[src/rtl/lab3_serial_pattern_tx.sv]
// Purpose  : serial pattern source; takes a WIDTH-bit word over valid/ready and shifts it out MSB-first on x.
// Latency  : first bit on x one cycle after the accept edge; one frame per WIDTH+2 cycles (WIDTH+3 with parity).
// Backpres.: in_ready is high only in IDLE, so a word is held off for the whole frame plus the DONE cycle.
//
// Optional feature: define PARITY_EN to append an even-parity bit after the last data bit.
//
// Ports:
//   clock     - rising-edge clock
//   reset     - asynchronous active-low reset
//   in_data   - word to transmit, sampled on the accept edge
//   in_valid  - in_data is valid
//   in_ready  - block can accept a word (IDLE and out of reset)
//   abort     - synchronous abort of the frame in progress
//   x         - serial data bit (registered)
//   x_valid   - x carries a frame bit this cycle (registered)
//   busy      - frame in progress (SHIFT or PARITY)
//   done      - one-cycle pulse after the last bit of a completed frame
//   frame_cnt - completed-frame counter, wraps
module lab3_serial_pattern_tx #(
    parameter int WIDTH = 8,
    parameter int CNT_W = 8
) (
    input  logic             clock,
    input  logic             reset,
    input  logic [WIDTH-1:0] in_data,
    input  logic             in_valid,
    output logic             in_ready,
    input  logic             abort,
    output logic             x,
    output logic             x_valid,
    output logic             busy,
    output logic             done,
    output logic [CNT_W-1:0] frame_cnt
);

    // Counter must hold the value WIDTH itself.
    localparam int CW = $clog2(WIDTH + 1);
    localparam logic [CW-1:0] LAST = CW'(WIDTH);

    typedef enum logic [1:0] {
        IDLE   = 2'd0,
        SHIFT  = 2'd1,
`ifdef PARITY_EN
        PARITY = 2'd2,
`endif
        DONE   = 2'd3
    } state_t;

    state_t             state_q, state_d;
    logic               x_q, x_d;
    logic               xv_q, xv_d;
    logic [WIDTH-1:0]   sreg_q, sreg_d;
    logic [CW-1:0]      cnt_q, cnt_d;
    logic [CNT_W-1:0]   fcnt_q;
    logic               frame_inc;
`ifdef PARITY_EN
    logic               par_q, par_d;
`endif

    always_ff @(posedge clock or negedge reset) begin
        if (!reset) begin
            state_q <= IDLE;
            x_q     <= 1'b0;
            xv_q    <= 1'b0;
            sreg_q  <= '0;
            cnt_q   <= '0;
            fcnt_q  <= '0;
`ifdef PARITY_EN
            par_q   <= 1'b0;
`endif
        end else begin
            state_q <= state_d;
            x_q     <= x_d;
            xv_q    <= xv_d;
            sreg_q  <= sreg_d;
            cnt_q   <= cnt_d;
            if (frame_inc)
                fcnt_q <= fcnt_q + CNT_W'(1);
`ifdef PARITY_EN
            par_q   <= par_d;
`endif
        end
    end

    always_comb begin
        state_d   = state_q;
        x_d       = x_q;
        xv_d      = xv_q;
        sreg_d    = sreg_q;
        cnt_d     = cnt_q;
        frame_inc = 1'b0;
`ifdef PARITY_EN
        par_d     = par_q;
`endif
        case (state_q)
            IDLE: begin
                // abort is deliberately not looked at here: accept wins.
                if (in_valid) begin
                    x_d     = in_data[WIDTH-1];
                    xv_d    = 1'b1;
                    sreg_d  = in_data << 1;
                    cnt_d   = CW'(1);
                    state_d = SHIFT;
`ifdef PARITY_EN
                    par_d   = ^in_data;
`endif
                end
            end
            SHIFT: begin
                if (abort) begin
                    // Abort beats the last-bit transition, so no done and no count.
                    x_d     = 1'b0;
                    xv_d    = 1'b0;
                    state_d = IDLE;
                end else if (cnt_q < LAST) begin
                    x_d    = sreg_q[WIDTH-1];
                    sreg_d = sreg_q << 1;
                    cnt_d  = cnt_q + CW'(1);
                end else begin
`ifdef PARITY_EN
                    x_d     = par_q;
                    xv_d    = 1'b1;
                    state_d = PARITY;
`else
                    x_d     = 1'b0;
                    xv_d    = 1'b0;
                    state_d = DONE;
`endif
                end
            end
`ifdef PARITY_EN
            PARITY: begin
                x_d     = 1'b0;
                xv_d    = 1'b0;
                state_d = abort ? IDLE : DONE;
            end
`endif
            DONE: begin
                frame_inc = 1'b1;
                state_d   = IDLE;
            end
            default: begin
                x_d     = 1'b0;
                xv_d    = 1'b0;
                state_d = IDLE;
            end
        endcase
    end

    assign in_ready  = reset && (state_q == IDLE);
    assign done      = (state_q == DONE);
`ifdef PARITY_EN
    assign busy      = (state_q == SHIFT) || (state_q == PARITY);
`else
    assign busy      = (state_q == SHIFT);
`endif
    assign x         = x_q;
    assign x_valid   = xv_q;
    assign frame_cnt = fcnt_q;

endmodule

[config.mk]
export PLATFORM = sky130hd
export DESIGN_NAME = lab3_serial_pattern_tx
export DESIGN_NICKNAME = d
export VERILOG_FILES = /design/src/rtl/lab3_serial_pattern_tx.sv
export SDC_FILE = /design/constraint.sdc
export NUM_CORES = 1
export LEC_CHECK = 0
export CORE_ASPECT_RATIO = 1.2
export CORE_MARGIN = 3
export CORE_UTILIZATION = 48
export CTS_BUF_LIST = sky130_fd_sc_hd__clkbuf_16
export CTS_CLUSTER_DIAMETER = 60
export DETAILED_ROUTE_END_ITERATION = 8
export PLACE_DENSITY_LB_ADDON = 0.15
export RECOVER_POWER = 25
export SLEW_MARGIN = 20
export SYNTH_ARGS = -nofsm -noshare
export SYNTH_HDL_FRONTEND = slang
export SYNTH_SLANG_ARGS = --single-unit
[constraint.sdc]
create_clock -name clock -period 1.58 [get_ports clock]
set_input_delay 0.474 -clock clock [delete_from_list [all_inputs] [get_ports clock]]
set_output_delay 0.474 -clock clock [all_outputs]
set_load 0.005 [all_outputs]
# Word level (Yosys, flattened, before mapping)
# Cells that the tools add are included.
# word_totals
reg_bits	24
inputBits	12
out_inout_bits	13
wordCells	44
# classes
reduce_logical	7
addsub	2
magnitude_cmp	1
bitwise	1
eq_ne	6
mux	21
# ops
cell	count
8-bit 2-to-1 mux	3
8-bit one-hot mux with 2 select lines	1
4-bit 2-to-1 mux	3
8-bit by 1-bit adder with 8-bit output, second input constant	1
4-bit one-hot mux with 2 select lines	1
1-bit 2-to-1 mux	7
2-bit 2-to-1 mux	3
1-bit one-hot mux with 3 select lines	2
4-bit by 1-bit adder with 4-bit output, second input constant	1
4-bit < comparator, second input constant	1
2-bit inequality test, second input constant	2
2-bit one-hot mux with 2 select lines	1
2-bit AND reduction	2
4-bit AND reduction	1
3-bit inequality test, second input constant	1
3-bit AND reduction	1
2-bit by 1-bit equality test with 1-bit output, second input constant	1
2-bit equality test, second input constant	1
2-bit zero test	1
2-bit by 1-bit inequality test with 1-bit output, second input constant	1
2-bit nonzero test	1
1-bit logical AND	1
1-bit inverter	1

# Logic depth before layout (Yosys ltp)
# depth
word_depth	4
depth_mapped	4

# Least setup slack after synthesis
# OpenSTA, ideal clock, no wires.
# synth_path
kind	flip-flop to flip-flop
from	register state_q[1]
to	register sreg_q[2]
required_ps	1452
arrival_time_ps	1329
path_stages_with_launch	4
slack_ps	123
n_path_buf	0
synth_period_minus_slack_ps	1457
cell_sequence	dfrtp_1 nor4b_4 nor2_4 mux2_1
# synth_between
elab_chain_cells	3
# synth_lines
item	line	text
start, declared	49	state_t state_q, state_d;
start signal, assigned	72	state_q <= state_d;
2-bit by 1-bit equality test with 1-bit output / 2-bit zero test (equally long branches)	95	case (state_q)
2-bit by 1-bit inequality test with 1-bit output (no source line), or another cell as far along	--	
4-bit AND reduction (no source line)	--	
end signal, assigned	75	sreg_q <= sreg_d;
end, declared	52	logic [WIDTH-1:0] sreg_q, sreg_d;
# Parallel ways exist; a longest one is shown, timed or not.
# A chain may end at the register's enable or synchronous reset.

# Worst setup path in the final report
# layout_path
from	register state_q[1]
to	register cnt_q[2]
# layout_between
elab_chain_cells	3
# layout_lines
item	line	text
2-bit by 1-bit equality test with 1-bit output / 2-bit zero test (equally long branches)	95	
2-bit by 1-bit inequality test with 1-bit output (no source line), or another cell as far along	--	
4-bit AND reduction (no source line)	--	
end signal, assigned	76	cnt_q <= cnt_d;
end, declared	53	logic [CW-1:0] cnt_q, cnt_d;
# Parallel ways exist; a longest one is shown, timed or not.

==> flow_metrics.env <==
export IMPL_die_area_um2=2807
export IMPL_clk_transition_reported_paths_ns=0.06
export IMPL_grt_met3_usage=0.02350
export IMPL_synth_warning_count=0
export IMPL_critPathTopFamily="buffers and inverters"
export IMPL_io_pins=25
export IMPL_global_route_usage_met2=0.3495
export IMPL_drt_iter0_markers=8
export IMPL_result_of_the_run="finished with violations"
export IMPL_grtUsageMet1=0.2089
export IMPL_critical_path_startpoint_type="flop"
export IMPL_number_of_antenna_violations_at_the_first_check_in_global_routing=0
export IMPL_leakage_nw=0.9158
export IMPL_xor_and_xnor_fraction_of_the_mapped_netlist_area=0.05792
export IMPL_fin_worst_hold_slack_ns=0.4431
export IMPL_number_of_filler_instances_in_the_final_layout=142
export IMPL_synth_simple_area_share=0.1407
export IMPL_peakVddDrop_mv=0.9195
export IMPL_ys_types=28
export IMPL_netlist_area_um2=1059
export IMPL_clock_tree_root_cell="sky130_fd_sc_hd__clkbuf_16"
export IMPL_finalCriticalPeriod_ns=1.596
export IMPL_first_global_vias=861
export IMPL_syn_mean_instance_area_um2=13.40
export IMPL_cts_buffers=3
export IMPL_final_setup_tns_ns=-0.02757
export IMPL_drt_pass1_iterations=4
export IMPL_largest_family_of_logic_cells_by_synthesized_area="multiplexers"
export IMPL_path_max_fanout=7
export IMPL_timing_worst_setup_path_type="flop to flop"
export IMPL_ant_nets=0
export IMPL_violations="negative setup slack"
export IMPL_setup_ws_ns=-0.01597
export IMPL_finalMaxSlewViolations=0
export IMPL_detail_route_drc_violations=0
export IMPL_initial_core_util=0.5109
export IMPL_power_internal_w=0.001415
export IMPL_fraction_of_the_yosys_area_taken_by_sequential_cells=0.5437
export IMPL_synth_compound_area_share=0.06147
export IMPL_vias_per_cell=5.138
export IMPL_sw_frac_of_total=0.2589
export IMPL_relSlewSlack=0.6229
export IMPL_vias=817
export IMPL_area_growth_syn_to_layout_pct=55.56
export IMPL_crit_path_max_incr_delay_ns=0.40
export IMPL_synth_top_flop_cell="sky130_fd_sc_hd__dfrtp_1"
export IMPL_die_w_um=48.87
export IMPL_globalRoute_totalOverflow=0
export IMPL_clk_insertion_delay_late_ns=0.25
export IMPL_layout_worst_path_cycle_share=1.010
export IMPL_max_clock_freq_ghz=0.6266
export IMPL_n_antenna_cell=0
export IMPL_net_switching_power_figure_w=0.0004942
export IMPL_combPwrFrac=0.287
export IMPL_cp_buffers_inverters=3
export IMPL_critical_path_slowest_cell="sky130_fd_sc_hd__dfrtp_1"
export IMPL_cts_root_to_sink_buffers=2
export IMPL_dp_hpwl_mm=1.524
export IMPL_grt_start_max_net_pins=24
export IMPL_timing_critical_path_cells="buf_6 > buf_6 > nor4b_4 > buf_4 > nand2_1 > mux2i_1"
export IMPL_clock_tree_htree_level_count=1
export IMPL_finish_net_count=144
export IMPL_drt_wl_total_mm=2.458
export IMPL_cp_common_cell="sky130_fd_sc_hd__buf_6"
export IMPL_synthArstFlopShare=1.000
export IMPL_cts_hold_buffers=0
export IMPL_rsz0062_at_grt="true"
export IMPL_synth_fa_ha_area_frac=0.02364
export IMPL_core_area_um2=2072
export IMPL_clock_sinks=23
export IMPL_tightest_pin_transition_ns=0.5657
export IMPL_post_drt_wl_per_cell_um=15.46
export IMPL_synth_ff_latch_count=23
export IMPL_finalWeightedCongestion=0.7772
export IMPL_min_path_type="input port to asynchronous set/reset pin"
export IMPL_layout_drive_gt1_share=0.4419
export IMPL_end_kind="flop"
export IMPL_io_buffer_count=24
export IMPL_grt_pass1_wl_mm=3.933
export IMPL_syn_nets=93
export IMPL_final_setup_viol_count=2
export IMPL_synth_enable_flop_cells=0
export IMPL_synthMuxAreaShare=0.1572
export IMPL_tritoncts="built"
export IMPL_postSynthCellCount=79
export IMPL_chipHeight_um=57.44
export IMPL_clock_skew_final_ns=0.001979
export IMPL_maxCapViolCount=0
export IMPL_required_ns=1.74
export IMPL_power_frac_clock=0.277
export IMPL_finalHoldViolations=0
export IMPL_globalRoute_busiestLayer="met2"
export IMPL_critPathArrivalTime_ns=1.76
export IMPL_grtUsageTotal=0.1846
export IMPL_fp_row_count=18
export IMPL_power_density_nw_per_um2=1159
export IMPL_seq_power_share=0.437
[placed cells by master, fill, tap and decap left out, types with 2 or more instances in the layout]
cell type,instances
sky130_fd_sc_hd__dfrtp_1,22
sky130_fd_sc_hd__buf_4,20
sky130_fd_sc_hd__clkdlybuf4s50_1,9
sky130_fd_sc_hd__mux2_2,7
sky130_fd_sc_hd__dlymetal6s2s_1,7
sky130_fd_sc_hd__xnor2_1,6
sky130_fd_sc_hd__mux2_4,6
sky130_fd_sc_hd__dlygate4sd2_1,5
sky130_fd_sc_hd__nand4_1,4
sky130_fd_sc_hd__buf_6,4
sky130_fd_sc_hd__nand2_1,3
sky130_fd_sc_hd__clkbuf_16,3
sky130_fd_sc_hd__nor3b_2,2
sky130_fd_sc_hd__mux2i_1,2
sky130_fd_sc_hd__and3_1,2
sky130_fd_sc_hd__a22o_2,2
sky130_fd_sc_hd__nor2_1,2
sky130_fd_sc_hd__ha_1,2
sky130_fd_sc_hd__clkbuf_2,2
[per-layer routing]
layer  part of all wire  wire [um]  vias to the layer above
met2               0.55       1351                       23
met5                  0          0                        -
li1                   -          -                      384
met3              0.038         94                        2
met4             0.0069         17                        0
met1               0.40        994                      408
[state kept, by name (all words and copies together) (netlist names)]
register / cells
frame_cnt: 8
sreg_q: 7
cnt_q: 4
state_q: 2
x: 1
x_valid: 1
[worst reg2reg max path, stage by stage, from the launching register on]
cell,delay (ns)
sky130_fd_sc_hd__dfrtp_1,0.40
sky130_fd_sc_hd__buf_6,0.13
sky130_fd_sc_hd__buf_6,0.12
sky130_fd_sc_hd__nor4b_4,0.34
sky130_fd_sc_hd__buf_4,0.22
sky130_fd_sc_hd__nand2_1,0.09
sky130_fd_sc_hd__mux2i_1,0.19
[synth_stat cells (all sizes together) (2+ instances only)]
cell type / n / area share
dfrtp: 23 / 0.54
mux2: 13 / 0.14
xnor2: 6 / 0.050
nand4: 4 / 0.024
nand2: 3 / 0.011
nor2: 3 / 0.018
nor3b: 3 / 0.026
a22o: 2 / 0.019
and3: 2 / 0.012
buf: 2 / 0.012
ha: 2 / 0.024
mux2i: 2 / 0.019
nand2b: 2 / 0.012
nor3: 2 / 0.0095
[per-stage QoR]
step | instances | instance area, um^2 | power, W | setup slack [ns] | utilization
after global placement | 141 | 1399 | 0.001226 | -0.5423 | 0.6751
after CTS | 156 | 1584 | 0.001891 | -0.04245 | 0.7645
final | 159 | 1647 | 0.001909 | -0.01597 | 0.7947
after floorplan | 79 | 1059 | 0.001058 | 0.1231 | -
after global routing | 159 | 1647 | 0.002015 | -0.1252 | 0.7947
after detailed placement | 141 | 1399 | 0.001254 | -0.5980 | 0.6751
[area by class of cell]
type                       instances  area [um^2]  share of cell area
timing repair buffer              48        431.7              0.2622
inverter                           1        3.754            0.002280
clock buffer                       3        75.07             0.04559
clock inverter                     1        3.754            0.002280
multi-input combinational         53        518.0              0.3146
tap                               30        37.54             0.02280
sequential                        23        576.8              0.3503
[final timing paths]
kind,start,end,slack (ns),depth (start not counted)
min reg2reg,sreg_q[1]$_DFFE_PN0P_,sreg_q[1]$_DFFE_PN0P_,0.51,1
min,reset,frame_cnt[6]$_DFFE_PN0P_,0.44,2
min in group clock,sreg_q[1]$_DFFE_PN0P_,sreg_q[1]$_DFFE_PN0P_,0.51,1
max in group asynchronous,reset,state_q[0]$_DFFE_PN0P_,0.73,2
max reg2reg,state_q[1]$_DFFE_PN0P_,cnt_q[2]$_DFFE_PN0P_,-0.02,6
max,state_q[1]$_DFFE_PN0P_,cnt_q[2]$_DFFE_PN0P_,-0.02,6
[kinds of logic after synthesis]
family                   Yosys count
AO/OA/AOI/OAI                      8
XOR/XNOR                           7
adder cells (fa/ha/maj)            2
buffers and inverters              3
flip-flops                        23
multiplexers                      15
AND/OR/NAND/NOR                   21
[power by group through the flow]
stage | sequential, W | clock (W) | combinational (W)
2_1_floorplan | 0.000814 | 0 | 0.000244
3_3_place_gp | 0.000827 | 0 | 0.000399
3_5_place_dp | 0.000837 | 0 | 0.000417
4_1_cts | 0.000820 | 0.000540 | 0.000530
5_1_grt | 0.000849 | 0.000569 | 0.000597
6_report | 0.000834 | 0.000528 | 0.000547
[what timing repair did]
item | in CTS | in global routing
resized for setup | 25 | 15
setup buffers | 11 | 3
endpoints found under the setup margin | 18 | 18
pin swaps | 2 | 3
(Power assumes the default switching activity.)
